--- src/rtl/mux_nto1_scan.sv ---
// Registered N:1 multiplexer with valid/ready output stage and an optional
// auto-scan sequencer, compiled in when MUX_SCAN_EN is defined.
module mux_nto1_scan #(
  parameter  int NUM_CH  = 16,
  parameter  int DATA_W  = 1,
  parameter  int DWELL_W = 8,
  localparam int SEL_W   = $clog2(NUM_CH)
) (
  input  logic                     clk,
  input  logic                     rst_n,
  input  logic [NUM_CH*DATA_W-1:0] mux_inp,
  input  logic [SEL_W-1:0]         sel,
  input  logic                     sel_vld,
  input  logic                     scan_mode,
  input  logic [NUM_CH-1:0]        ch_mask,
  input  logic [DWELL_W-1:0]       dwell,
  output logic [DATA_W-1:0]        mux_out,
  output logic [SEL_W-1:0]         out_ch,
  output logic                     out_vld,
  input  logic                     out_rdy,
  output logic                     sel_err
);

  localparam logic [SEL_W:0] NUM_CH_L = (SEL_W+1)'(NUM_CH);

  logic [DATA_W-1:0] r_mux_out;
  logic [SEL_W-1:0]  r_out_ch;
  logic              r_out_vld;
  logic              r_sel_err;

  logic              w_slot_free;
  logic              w_sel_in_range;
  logic              w_dir_req;
  logic              w_dir_cap;
  logic              w_scan_cap;
  logic              w_cap;
  logic [SEL_W-1:0]  w_cap_ch;
  logic [DATA_W-1:0] w_cap_data;

  assign w_slot_free    = !r_out_vld || out_rdy;
  assign w_sel_in_range = ({1'b0, sel} < NUM_CH_L);

`ifdef MUX_SCAN_EN
  localparam logic [1:0] S_IDLE   = 2'd0;
  localparam logic [1:0] S_SAMPLE = 2'd1;
  localparam logic [1:0] S_DWELL  = 2'd2;

  logic [1:0]         r_state;
  logic [SEL_W-1:0]   r_ptr;
  logic [DWELL_W-1:0] r_cnt;

  logic               w_found;
  logic [SEL_W-1:0]   w_found_idx;
  logic [SEL_W-1:0]   w_ptr_nxt;

  // Wrapping priority search: lowest enabled channel at or after the pointer.
  always_comb begin
    w_found     = 1'b0;
    w_found_idx = '0;
    for (int k = NUM_CH - 1; k >= 0; k--) begin
      int sum;
      int idx;
      sum         = int'(r_ptr) + k;
      idx         = (sum >= NUM_CH) ? (sum - NUM_CH) : sum;
      w_found     = w_found | ch_mask[idx];
      w_found_idx = ch_mask[idx] ? SEL_W'(idx) : w_found_idx;
    end
  end

  assign w_ptr_nxt  = (w_found_idx == SEL_W'(NUM_CH - 1)) ? '0
                                                          : (w_found_idx + SEL_W'(1));
  assign w_scan_cap = (r_state == S_SAMPLE) && scan_mode && w_found && w_slot_free;
  assign w_dir_req  = (r_state == S_IDLE) && sel_vld;

  // Scan sequencer: pointer, dwell counter and mode state.
  always_ff @(posedge clk) begin
    if (!rst_n) begin
      r_state <= S_IDLE;
      r_ptr   <= '0;
      r_cnt   <= '0;
    end else begin
      case (r_state)
        S_IDLE: begin
          if (scan_mode) begin
            r_state <= S_SAMPLE;
            r_ptr   <= '0;
          end else begin
            r_state <= S_IDLE;
          end
        end
        S_SAMPLE: begin
          if (!scan_mode) begin
            r_state <= S_IDLE;
          end else if (w_scan_cap) begin
            r_ptr   <= w_ptr_nxt;
            r_cnt   <= dwell;
            r_state <= (dwell == '0) ? S_SAMPLE : S_DWELL;
          end else begin
            r_state <= S_SAMPLE;
          end
        end
        S_DWELL: begin
          // The count latched at capture runs out here; live dwell is ignored.
          if (!scan_mode) begin
            r_state <= S_IDLE;
          end else if (r_cnt <= DWELL_W'(1)) begin
            r_state <= S_SAMPLE;
            r_cnt   <= '0;
          end else begin
            r_cnt   <= r_cnt - DWELL_W'(1);
          end
        end
        default: begin
          r_state <= S_IDLE;
          r_ptr   <= '0;
          r_cnt   <= '0;
        end
      endcase
    end
  end

  assign w_cap_ch = w_scan_cap ? w_found_idx : sel;
`else
  logic w_unused_scan;

  assign w_unused_scan = ^{scan_mode, ch_mask, dwell};
  assign w_scan_cap    = 1'b0;
  assign w_dir_req     = sel_vld;
  assign w_cap_ch      = sel;
`endif

  assign w_dir_cap = w_dir_req && w_sel_in_range && w_slot_free;
  assign w_cap     = w_dir_cap || w_scan_cap;

  // One-hot AND-OR data select keyed on the capture channel.
  always_comb begin
    w_cap_data = '0;
    for (int i = 0; i < NUM_CH; i++) begin
      w_cap_data = w_cap_data
                 | (mux_inp[i*DATA_W +: DATA_W] & {DATA_W{(w_cap_ch == SEL_W'(i))}});
    end
  end

  // Output stage: capture on a free slot, hold under backpressure.
  always_ff @(posedge clk) begin
    if (!rst_n) begin
      r_mux_out <= '0;
      r_out_ch  <= '0;
      r_out_vld <= 1'b0;
      r_sel_err <= 1'b0;
    end else begin
      r_sel_err <= w_dir_req && !w_sel_in_range;
      if (w_cap) begin
        r_mux_out <= w_cap_data;
        r_out_ch  <= w_cap_ch;
        r_out_vld <= 1'b1;
      end else if (out_rdy) begin
        r_out_vld <= 1'b0;
      end else begin
        r_out_vld <= r_out_vld;
      end
    end
  end

  assign mux_out = r_mux_out;
  assign out_ch  = r_out_ch;
  assign out_vld = r_out_vld;
  assign sel_err = r_sel_err;

endmodule

--- config.mk ---
export PLATFORM = sky130hd
export DESIGN_NAME = mux_nto1_scan
export DESIGN_NICKNAME = d
export VERILOG_FILES = /design/src/rtl/mux_nto1_scan.sv
export SDC_FILE = /design/constraint.sdc
export NUM_CORES = 1
export LEC_CHECK = 0
export ABC_AREA = 1
export CORE_MARGIN = 5
export CORE_UTILIZATION = 27
export CTS_CLUSTER_DIAMETER = 50
export DETAILED_ROUTE_END_ITERATION = 16
export PLACE_DENSITY = 0.84
export SLEW_MARGIN = 20
export SYNTH_ARGS = -nofsm -noshare
export SYNTH_HDL_FRONTEND = slang
export SYNTH_SLANG_ARGS = --single-unit
--- constraint.sdc ---
create_clock -name clk -period 1.95 [get_ports clk]
set_input_delay 0.39 -clock clk [delete_from_list [all_inputs] [get_ports clk]]
set_output_delay 0.39 -clock clk [all_outputs]
set_load 0.01 [all_outputs]
Word level (Yosys, flattened, before mapping)
Cells that the tools add are included.
{"block": "op_classes", "n_eq_ne": 15, "div": 0, "n_addsub": 0, "mux": 2, "n_reduce_logical": 5, "bitwise": 31, "shift": 0, "magnitude_cmp": 0, "mul": 0}
{"cell": "$eq A4 B4 Y1 const B", "count": 8}
{"cell": "$and A1 B1 Y1", "count": 16}
{"cell": "$eq A4 B3 Y1 const B", "count": 4}
{"cell": "$or A1 B1 Y1", "count": 15}
{"cell": "$eq A4 B2 Y1 const B", "count": 2}
{"cell": "$eq A4 B1 Y1 const B", "count": 1}
{"cell": "$logic_not A4 Y1", "count": 1}
{"cell": "$mux W1", "count": 2}
{"cell": "$reduce_bool A2 Y1", "count": 1}
{"cell": "$logic_and A1 B1 Y1", "count": 1}
{"cell": "$logic_not A1 Y1", "count": 1}
{"cell": "$logic_or A1 B1 Y1", "count": 1}
{"block": "word_totals", "input_bits": 49, "ff_bits": 6, "wordCells": 56, "ram_bits": 0, "latch_bits": 0, "mem_bits_ro": 0, "mem_count": 0, "out_inout_bits": 7}

Depth between registers and ports, before layout
{"block": "logic_depth", "word_depth": 17, "mapped_depth": 10, "ltp_nobuf": 9}

Worst setup path before layout
OpenSTA, ideal clock, no wires.
{"block": "synth_timing", "kind": "input-to-reg", "from": "input sel[1]", "to": "register r_mux_out, in the netlist mux_out", "t_arrival_ps": 981, "path_slack_ps": 861, "path_stages": 9, "cell_sequence": "buf_6 nand3_1 nand2_2 nor2_1 nor2_1 nor2_1 nand3_1 nand2_1 inv_1"}
{"block": "synth_via", "elab_chain_len": 17, "word_cells_on_any_way": 47, "classes_between": "eq/ne (15); bitwise (31); reduce/logical (1)"}
{"element": "start, declared", "line": "12", "rtl": "input logic [SEL_W-1:0] sel,"}
{"element": "$eq A4 B1 Y1 or $logic_not A4 Y1 (tied branches)", "line": "140", "rtl": "| (mux_inp[i*DATA_W +: DATA_W] & {DATA_W{(w_cap_ch == SEL_W'(i))}});"}
{"element": "$and A1 B1 Y1", "line": "140"}
{"element": "$or A1 B1 Y1 (14 in a row)", "line": "140"}
{"element": "$or A1 B1 Y1 *", "line": "140"}
{"element": "end signal, assigned", "line": "154", "rtl": "r_mux_out <= w_cap_data;"}
{"element": "end, declared", "line": "26", "rtl": "logic [DATA_W-1:0] r_mux_out;"}
Every way passes the cells marked *; elsewhere a longest branch is shown, timed or not.
A chain may end at the register's enable or synchronous reset.

Worst setup path after layout
{"block": "layout_timing", "from": "input sel[0]", "to": "register r_mux_out, in the netlist mux_out"}
Same word-level chain as after synthesis.

==> flow_metrics.py <==
metrics = {
    "synth": {
        "postSynthCellCount": 71,
        "yosysSeqAreaShare_pct": 26.74,
        "syn_nets": 120,
        "synthTopCellsByArea": "dfxtp_1 (27%), nand3_1 (17%), nand2_1 (10%), a21oi_1 (6.7%), nor2_1 (6.7%)",
        "ys_ff_latch": 6,
        "synth_top_area_cell": "dfxtp_1",
        "mappedNetlistArea_sq_um": 449.2,
        "synth_cell_type_count": 18,
        "ys_warn_count": 0,
        "synth_top_area_share_pct": 26.74,
        "synth_area_per_cell_sq_um": 6.326,
    },
    "critical_path": {
        "path_cells": "clkdlybuf4s50_1 > inv_2 > nand3_2 > nand2_2 > nor2_1 > nor2_1 > nor2_1 > nand3_1 > nand2_1 > inv_1",
        "end_kind": "flip-flop",
        "r2r_start": "out_vld$_SDFFE_PN0P_",
        "r2r_slack_ps": 1030,
        "cp_common_cell": "nor2_1",
        "r2r_end": "mux_out$_SDFFE_PN0P_",
        "timing_worst_setup_path_type": "in2reg",
        "max_stage_delay_ps": 710,
        "cp_max_fo": 10,
        "rr_worst_depth": 7,
        "required_ps": 2090,
        "critPathSlowestCell": "clkdlybuf4s50_1",
        "cp-start-kind": "primary input",
        "cp.arrival_ps": 1740,
        "path_buf_inv": 3,
        "critPathTopFamily": "buffers and inverters",
    },
    "place": {
        "dp_hpwl_mm": 1.151,
        "placed_area_sq_um": 737.0,
        "gp_congestion": 0.7569,
        "post-place-ws_ps": 110.4,
        "dp_cells": 114,
        "portBuffers": 29,
    },
    "timing": {
        "slew_viol_final": 0,
        "period_share_pct": 81.90,
        "min_period_ps": 1597,
        "hold_viol": 0,
        "setup_slack_ps": 352.9,
        "finClkSkew_ps": 4.224,
        "tns_ps": 0,
        "timing.fmax_ghz": 0.6261,
        "setup_violations": 0,
        "rsz0062_at_grt": "no",
    },
    "layout": {
        "drive_gt1_share_pct": 13.86,
        "area_growth_pct": 69.08,
        "multiInputGateArea_sq_um": 262.8,
        "final_area_sq_um": 759.5,
        "mostFrequentLayoutCells": "clkdlybuf4s50_1 (29), nand3_1 (15), nand2_1 (12)",
        "antenna_cells": 0,
        "regArea_sq_um": 120.1,
        "fillerInstances": 161,
        "layout_commonest_cell": "clkdlybuf4s50_1",
        "layout.nets": 152,
        "fin_cells": 117,
    },
    "grt": {
        "antenna_found_initial": 0,
        "track_usage_pct": 11.35,
        "grt_pass1_vias": 529,
        "grt_max_degree": 11,
        "grt_pass1_wl_mm": 2.194,
        "overflow": 0,
    },
    "cts": {
        "cts_tree": "built",
        "root_buffer": "clkbuf_4",
        "cts_max_level": 1,
        "clk_path_buf_depth": 2,
        "insertion_delay_ps": 240,
        "cts_resized": 0,
        "cts_sinks": 6,
        "clkSlewWorstSetupHoldPaths_ps": 50,
        "postCtsSetupRepairBufs": 0,
        "cts_made_buffers": 3,
        "cts_hold_buf": 0,
    },
    "routing": {
        "avgRoutedWirePerCell_um": 11.52,
        "wirelength_mm": 1.348,
        "firstDrtPassIters": 5,
        "num_vias": 544,
        "dr.first_iter.drc_count": 9,
        "viasPerCell": 4.650,
        "drc": 0,
        "ant_nets": 0,
    },
    "die": {
        "core_sq_um": 1541,
        "num_io_pins": 56,
        "die_w_um": 50.79,
        "initial_utilization_pct": 29.14,
        "rows": 14,
        "fp.dieH_um": 50.79,
        "die-area_sq_um": 2579,
    },
    "worst_hold_path": {
        "hold_class": "reg2reg",
        "worstHoldStart": "out_ch[3]$_SDFFE_PN0P_",
        "min_to": "out_ch[3]$_SDFFE_PN0P_",
        "whs_path_depth": 2,
    },
    "power_and_ir_drop": {
        "ir_worst_vdd_uv": 269.8,
        "finalPower_mw": 0.3837,
        "power_density_nw_per_um2": 505.3,
        "power.leakage_nw": 0.3358,
    },
    "outcome": {
        "status": "finished clean",
    },
    "job": {
        "max_cap_violations": 0,
    },
}
[layer usage]
layer | track usage [%] | share of wire (%)
met5 | 0 | 0
met4 | 7.660 | 0.30
met3 | 2.663 | 5.5
met2 | 19.63 | 55
met1 | 11.95 | 39
[through the flow]
stage / hold WS, ps / util, %
after floorplan: 531.8 / -
after global placement: 506.3 / 47.81
after detailed placement: 517.2 / 47.81
after global routing: 548.4 / 49.27
final: 523.0 / 49.27
after CTS: 527.9 / 49.27
[Yosys cell counts]
cell,count
nand3_2,1
inv_1,5
nand3_1,15
nand2_1,12
nand2_2,1
nor2_2,2
nor2_1,8
buf_4,1
o21ai_1,4
inv_4,1
dfxtp_1,6
a21oi_1,6
buf_6,2
nor2_4,1
nand3b_1,1
nand2_4,1
inv_2,3
conb_1,1
[state kept, by name, summed over array words and instances (netlist names)]
register / count
out_vld: 1
mux_out: 1
out_ch: 4
[tightest hold or removal path, cell delays in order (launching register included)]
cell and delay (ps):
dfxtp_1 300, o21ai_1 130, a21oi_1 40
[area by class of cell]
| type | instances | area share (%) |
|---|---|---|
| timing repair buffer | 30 | 39.21 |
| multi-input combinational | 53 | 34.60 |
| sequential | 6 | 15.82 |
| inverter | 9 | 4.778 |
| clock buffer | 3 | 2.965 |
| tap | 16 | 2.636 |
[power breakdown]
part           switching (mW)  internal, mW
logic                  0.0559        0.0774
clock network          0.0428        0.0695
registers             0.00500         0.133
[cells by family after synthesis]
kind of cell,after synthesis,synth area share [%]
buffers and inverters,12,14.76
and+or+nand+nor,42,46.52
DFF,6,26.74
other,1,0.8349
AOI/OAI and AO/OA,10,11.14
[worst max-delay path by stage]
| stage | start | end | slack, ps | depth (start not counted) |
|---|---|---|---|---|
| after global routing | sel[0] | mux_out$_SDFFE_PN0P_ | 240 | 10 |
| after detailed placement | sel[0] | mux_out$_SDFFE_PN0P_ | 110 | 10 |
| after CTS | sel[0] | mux_out$_SDFFE_PN0P_ | 370 | 10 |
| final | sel[0] | mux_out$_SDFFE_PN0P_ | 350 | 10 |
| after floorplan | sel[1] | mux_out$_SDFFE_PN0P_ | 860 | 9 |
| after global placement | sel[0] | mux_out$_SDFFE_PN0P_ | 100 | 10 |
No activity file was read; power rests on OpenSTA's default activity.
